[config.mk]
export PLATFORM = sky130hd
export DESIGN_NAME = sr_latch_arbiter
export DESIGN_NICKNAME = d
export VERILOG_FILES = /design/src/rtl/sr_latch_arbiter.sv
export SDC_FILE = /design/constraint.sdc
export NUM_CORES = 1
export LEC_CHECK = 0
export ABC_AREA = 1
export BUFFER_PORTS_ARGS = -buffer_cell sky130_fd_sc_hd__buf_2
export CAP_MARGIN = 10
export CORE_MARGIN = 2
export CORE_UTILIZATION = 57
export DETAILED_ROUTE_END_ITERATION = 16
export GPL_TIMING_DRIVEN = 0
export PLACE_DENSITY = 0.82
export SLEW_MARGIN = 10
export SYNTH_ARGS = -nofsm -noshare
export SYNTH_HDL_FRONTEND = slang
export SYNTH_SLANG_ARGS = --single-unit
[constraint.sdc]
create_clock -name clk -period 5.5 [get_ports clk]
set_input_delay 0.55 -clock clk [delete_from_list [all_inputs] [get_ports clk]]
set_output_delay 0.55 -clock clk [all_outputs]
set_load 0.01 [all_outputs]
[src/rtl/sr_latch_arbiter.sv]
`default_nettype none
// ============================================================================
//  Module   : sr_latch_arbiter
//  Purpose  : Shares one cross-coupled NAND SR latch between N_REQ requesters.
//             Set/clear requests are served round-robin. Each transaction
//             drives a timed active-low pulse on Sbar or Rbar (never both),
//             reads back Q, flags a sticky fault on a mismatch and issues a
//             one-cycle ack to the granted requester.
//  Revision : 1.0 - initial release
// ============================================================================
module sr_latch_arbiter #(
    parameter int N_REQ        = 4,   // number of requesters (2..8)
    parameter int PULSE_CYCLES = 2,   // low-pulse width on Sbar/Rbar (>=1)
    parameter int GAP_CYCLES   = 1,   // idle clocks after each transaction (>=1)
    parameter int IDX_W        = 2    // clog2(N_REQ)
) (
    input  logic             clk,
    input  logic             reset,
    input  logic [N_REQ-1:0] req,
    input  logic [N_REQ-1:0] op,
    output logic [N_REQ-1:0] ack,
    output logic             sbar,
    output logic             rbar,
    input  logic             q_in,
    output logic             busy,
    output logic [IDX_W-1:0] grant_idx,
    output logic             fault
);

    // ------------------------------------------------------------------------
    // Constants
    // ------------------------------------------------------------------------
    // One shared down-counter times both the pulse and the gap; it only ever
    // holds (cycles - 1), so clog2 of the larger count is wide enough.
    localparam int c_cnt_max = (PULSE_CYCLES > GAP_CYCLES) ? PULSE_CYCLES : GAP_CYCLES;
    localparam int c_cnt_w   = (c_cnt_max > 1) ? $clog2(c_cnt_max) : 1;
    // Candidate index arithmetic needs one spare bit so ptr + offset never
    // wraps before the explicit modulo-N_REQ correction.
    localparam int c_pos_w   = IDX_W + 1;

    localparam logic [c_cnt_w-1:0] c_pulse_load = c_cnt_w'(PULSE_CYCLES - 1);
    localparam logic [c_cnt_w-1:0] c_gap_load   = c_cnt_w'(GAP_CYCLES - 1);
    localparam logic [c_pos_w-1:0] c_n_req      = c_pos_w'(N_REQ);
    localparam logic [IDX_W-1:0]   c_last_idx   = IDX_W'(N_REQ - 1);

    typedef enum logic [1:0] {
        S_IDLE  = 2'd0,
        S_PULSE = 2'd1,
        S_CHECK = 2'd2,
        S_GAP   = 2'd3
    } state_t;

    // ------------------------------------------------------------------------
    // Registered state
    // ------------------------------------------------------------------------
    state_t             r_state;
    logic [c_cnt_w-1:0] r_cnt;
    logic [IDX_W-1:0]   r_ptr;     // round-robin search start
    logic [IDX_W-1:0]   r_grant;   // current / last granted requester
    logic               r_cmd;     // op captured at grant: 1 = set, 0 = clear
    logic               r_sbar;
    logic               r_rbar;
    logic [N_REQ-1:0]   r_ack;
    logic               r_fault;

    // ------------------------------------------------------------------------
    // Combinational next values
    // ------------------------------------------------------------------------
    state_t             w_state_nxt;
    logic [c_cnt_w-1:0] w_cnt_nxt;
    logic [IDX_W-1:0]   w_ptr_nxt;
    logic [IDX_W-1:0]   w_grant_nxt;
    logic               w_cmd_nxt;
    logic               w_sbar_nxt;
    logic               w_rbar_nxt;
    logic [N_REQ-1:0]   w_ack_nxt;
    logic               w_fault_nxt;

    // Arbiter results
    logic               w_found;
    logic [IDX_W-1:0]   w_sel_idx;
    logic [c_pos_w-1:0] w_pos;
    logic [IDX_W-1:0]   w_cand;
    logic               w_sel_op;
    logic [IDX_W-1:0]   w_sel_inc;

    // Round-robin search: first requester at or above r_ptr, wrapping to 0.
    always_comb begin
        w_found   = 1'b0;
        w_sel_idx = '0;
        w_pos     = '0;
        w_cand    = '0;
        for (int i = 0; i < N_REQ; i++) begin
            w_pos = {1'b0, r_ptr} + c_pos_w'(i);
            if (w_pos >= c_n_req) begin
                w_pos = w_pos - c_n_req;
            end
            w_cand = w_pos[IDX_W-1:0];
            if (!w_found && req[w_cand]) begin
                w_found   = 1'b1;
                w_sel_idx = w_cand;
            end
        end
    end

    // Command of the selected requester and the pointer value after it.
    always_comb begin
        w_sel_op  = op[w_sel_idx];
        w_sel_inc = (w_sel_idx == c_last_idx) ? '0 : (w_sel_idx + 1'b1);
    end

    // Next-state and output logic; lines default high so only an explicit
    // PULSE assignment can pull one low, and never both at once.
    always_comb begin
        w_state_nxt = r_state;
        w_cnt_nxt   = r_cnt;
        w_ptr_nxt   = r_ptr;
        w_grant_nxt = r_grant;
        w_cmd_nxt   = r_cmd;
        w_sbar_nxt  = 1'b1;
        w_rbar_nxt  = 1'b1;
        w_ack_nxt   = '0;
        w_fault_nxt = r_fault;

        case (r_state)
            S_IDLE: begin
                if (w_found) begin
                    w_grant_nxt = w_sel_idx;
                    w_cmd_nxt   = w_sel_op;
                    w_ptr_nxt   = w_sel_inc;
                    if (q_in == w_sel_op) begin
                        // Latch already holds the requested value: no pulse.
                        w_state_nxt = S_CHECK;
                    end else begin
                        w_state_nxt = S_PULSE;
                        w_cnt_nxt   = c_pulse_load;
                        w_sbar_nxt  = ~w_sel_op;
                        w_rbar_nxt  = w_sel_op;
                    end
                end
            end

            S_PULSE: begin
                if (r_cnt == '0) begin
                    // Both lines return high on this edge.
                    w_state_nxt = S_CHECK;
                end else begin
                    w_cnt_nxt  = r_cnt - 1'b1;
                    w_sbar_nxt = ~r_cmd;
                    w_rbar_nxt = r_cmd;
                end
            end

            S_CHECK: begin
                if (q_in != r_cmd) begin
                    w_fault_nxt = 1'b1;
                end
                w_ack_nxt   = N_REQ'(1) << r_grant;
                w_state_nxt = S_GAP;
                w_cnt_nxt   = c_gap_load;
            end

            S_GAP: begin
                if (r_cnt == '0) begin
                    w_state_nxt = S_IDLE;
                end else begin
                    w_cnt_nxt = r_cnt - 1'b1;
                end
            end

            default: begin
                w_state_nxt = S_IDLE;
            end
        endcase
    end

    // State register; reset aborts any pulse and discards the pending grant.
    always_ff @(posedge clk) begin
        if (reset) begin
            r_state <= S_IDLE;
            r_cnt   <= '0;
            r_ptr   <= '0;
            r_grant <= '0;
            r_cmd   <= 1'b0;
            r_sbar  <= 1'b1;
            r_rbar  <= 1'b1;
            r_ack   <= '0;
            r_fault <= 1'b0;
        end else begin
            r_state <= w_state_nxt;
            r_cnt   <= w_cnt_nxt;
            r_ptr   <= w_ptr_nxt;
            r_grant <= w_grant_nxt;
            r_cmd   <= w_cmd_nxt;
            r_sbar  <= w_sbar_nxt;
            r_rbar  <= w_rbar_nxt;
            r_ack   <= w_ack_nxt;
            r_fault <= w_fault_nxt;
        end
    end

    // ------------------------------------------------------------------------
    // Outputs
    // ------------------------------------------------------------------------
    assign sbar      = r_sbar;
    assign rbar      = r_rbar;
    assign ack       = r_ack;
    assign grant_idx = r_grant;
    assign fault     = r_fault;
    assign busy      = (r_state != S_IDLE);

endmodule
`default_nettype wire

==> impl_metrics.env <==
export IMPL_layout_common_cells="nand2_1 (43), inv_1 (22), buf_2 (19)"
export IMPL_fin_skew_ns=0.00351
export IMPL_dpl_cell_area_um2=1170
export IMPL_status="complete, no violations"
export IMPL_syn_avg_cell_area_um2=6.76
export IMPL_async_reset_ff_share_pct=0
export IMPL_power_frac_comb_pct=68.3
export IMPL_synth_mux_area_share_pct=0
export IMPL_slew_headroom_pct=73.3
export IMPL_insertion_delay_ns=0.28
export IMPL_hold_viol_final=0
export IMPL_core_area_um2=1730
export IMPL_min_period_ns=2.23
export IMPL_postCtsSetupRepairBufs=0
export IMPL_synth_xor_area_share_pct=0
export IMPL_ctsResizeCount=0
export IMPL_timing_final_crit_share_pct=40.5
export IMPL_synth_nets=171
export IMPL_viasPerCell=4.89
export IMPL_worst_setup_path_start_kind="flop"
export IMPL_drt_iter0_markers=8
export IMPL_clockBufferDepth=2
export IMPL_pwr_share_seq_pct=23.2
export IMPL_fin_hold_ws_ns=0.474
export IMPL_crit_type="reg2reg"
export IMPL_die_area_um2=2200
export IMPL_maxSlewViolCount=0
export IMPL_synth_edf_count=0
export IMPL_drt_antenna_violating_nets=0
export IMPL_hp_class="reg2reg"
export IMPL_reg2reg_setup_slack_ns=3.27
export IMPL_vias=993
export IMPL_route_detailed_wl_per_inst_um=9.57
export IMPL_fp_dieH_um=46.9
export IMPL_clkPwrFrac_pct=8.6
export IMPL_die_x_um=46.9
export IMPL_cap_violations=0
export IMPL_multi_input_area_um2=636
export IMPL_ys_flop_type="dfxtp_1"
export IMPL_worstMarginPinSlew_ns=0.401
export IMPL_p_leak_nw=0.664
export IMPL_cts_sinks=15
export IMPL_num_antenna_cells=0
export IMPL_grt_first_pass_wirelength_mm=3.19
export IMPL_cts_root_buf="clkbuf_4"
export IMPL_syn_area_um2=1050
export IMPL_final_common_cell="nand2_1"
export IMPL_clkTransAtPathRegs_ns=0.09
export IMPL_final_area_um2=1200
export IMPL_fmax_mhz=449
export IMPL_grt_pass1_vias=795
export IMPL_synthAdderAreaFrac_pct=5.97
export IMPL_grt_use_total_pct=20.0
export IMPL_rows=15
export IMPL_required_ns=5.66
export IMPL_initial_core_util_pct=60.7
export IMPL_fill_cells=163
export IMPL_hold_buffers=0
export IMPL_seqCellArea_um2=300
export IMPL_synth_top_family_by_area="simple AND/OR/NAND/NOR gates"
export IMPL_grt_max_degree=11
export IMPL_tns_ns=0
export IMPL_synthToLayoutAreaGrowth_pct=14.7
export IMPL_cts_htree_levels=1
export IMPL_setup_viol=0
export IMPL_synth_cell_types=24
export IMPL_drt_pass1_iter_count=4
export IMPL_fin_util_pct=69.6
export IMPL_drc=0
export IMPL_hp_start="fault$_SDFFE_PP0P_"
export IMPL_syn_inst=155
export IMPL_power_density_nw_per_um2=588
export IMPL_ios=21
export IMPL_dp_final_hpwl_mm=1.58
export IMPL_ys_seq_elements=15
export IMPL_finalWirelength_mm=1.94
export IMPL_rr_startpoint="r_ptr[0]$_SDFFE_PP0P_"
export IMPL_final_layout_size_suffix_gt1_share_pct=28.1
export IMPL_fin_nets=195
export IMPL_ir_drop_uv=378
export IMPL_cts_inserted_buffers=3
export IMPL_p_int_w=0.000343
export IMPL_place_port_buffers=19
export IMPL_crit_start="r_ptr[0]$_SDFFE_PP0P_"
export IMPL_p_sw_w=0.000364
export IMPL_synth_simple_area_share_pct=45.0
export IMPL_antenna_found_initial=0
export IMPL_swShare_pct=51.5
export IMPL_synth_seq_area_share_pct=28.6
export IMPL_worstSetupEndpointType="flop"
export IMPL_crit_arrival_ns=2.39
export IMPL_cts_tree="done"
export IMPL_grt_ovfl_total=0
export IMPL_ys_warnings_count=0
export IMPL_rsz0062_at_grt="false"
export IMPL_finalPower_w=0.000707
export IMPL_gp_congestion=0.871
export IMPL_synth_compound_area_share_pct=9.67
export IMPL_cp_max_fo=10
-- flip-flops by register name, indices dropped and copies added (netlist names) --
| name | count |
|---|---|
| ack | 4 |
| fault | 1 |
| rbar | 1 |
| r_cmd | 1 |
| r_cnt | 1 |
| sbar | 1 |
| r_state | 2 |
| grant_idx | 2 |
| r_ptr | 2 |
-- critical path, stage by stage (launching register included) --
cell	delay, ns
dfxtp_1	0.36
buf_6	0.16
nand2_2	0.08
nand3_2	0.10
nand2_2	0.12
nor2_8	0.15
nand3_2	0.09
nand3_1	0.09
nand2_1	0.12
nand3_2	0.12
nand2_1	0.06
ha_1	0.28
nand2_1	0.06
o21ai_0	0.09
nor2_1	0.06
a21oi_1	0.11
nor2_1	0.05
-- per-stage QoR --
step | worst slack, ns | std cells
3_5_place_dp | 3.08 | 199
6_report | 3.27 | 203
2_1_floorplan | 3.39 | 155
5_1_grt | 3.06 | 203
3_3_place_gp | 3.16 | 199
4_1_cts | 3.29 | 203
-- routing by layer --
| layer | wire length, µm | global-route usage (%) | part of all wire, % | vias up |
|---|---|---|---|---|
| met5 | 0 | 0 | 0 | - |
| met4 | 0 | 0 | 0 | 0 |
| met3 | 103 | 6.92 | 5.3 | 0 |
| met2 | 880 | 33.7 | 45 | 26 |
| met1 | 959 | 26.7 | 49 | 438 |
| li1 | - | - | - | 529 |
-- layout make-up --
type	count	share of cell area, %
multi-input combinational	112	52.9
sequential	15	25.0
inverter	26	8.12
timing repair buffer	19	7.91
tap	25	2.60
clock buffer	3	1.87
buffer	2	1.25
clock inverter	1	0.416
-- cell families after synthesis --
family | count (synthesis)
buffers and inverters | 28
adders and majority gates | 5
AOI/OAI and AO/OA | 18
and+or+nand+nor | 89
DFF | 15
-- synth_stat cells, types with 3 or more instances --
master	number	area (µm²)
nand2_4	5	56.3
nand2_2	7	43.8
nand3_2	5	50.1
ha_1	5	62.6
inv_1	22	82.6
nor2_1	12	45.0
inv_2	4	15.0
nand2_1	43	161
dfxtp_1	15	300
nand3_1	8	40.0
o21ai_0	3	15.0
a21oi_1	9	45.0
-- path summary, 6_finish.rpt --
check                                          endpoint  cells after the start
worst max-delay path            r_state[0]$_SDFFE_PP0P_                     16
worst min-delay path                 fault$_SDFFE_PP0P_                      2
worst max register to register  r_state[0]$_SDFFE_PP0P_                     16
worst min register to register       fault$_SDFFE_PP0P_                      2
-- power by group through the flow --
stage                     clock network, W  logic [W]  registers (W)
final                            0.0000605   0.000483       0.000164
after global routing             0.0000690   0.000545       0.000168
after CTS                        0.0000643   0.000481       0.000164
after detailed placement                 0   0.000479       0.000166
after global placement                   0   0.000468       0.000165
after floorplan                          0   0.000388       0.000171
No activity file was read; power rests on OpenSTA's default activity.
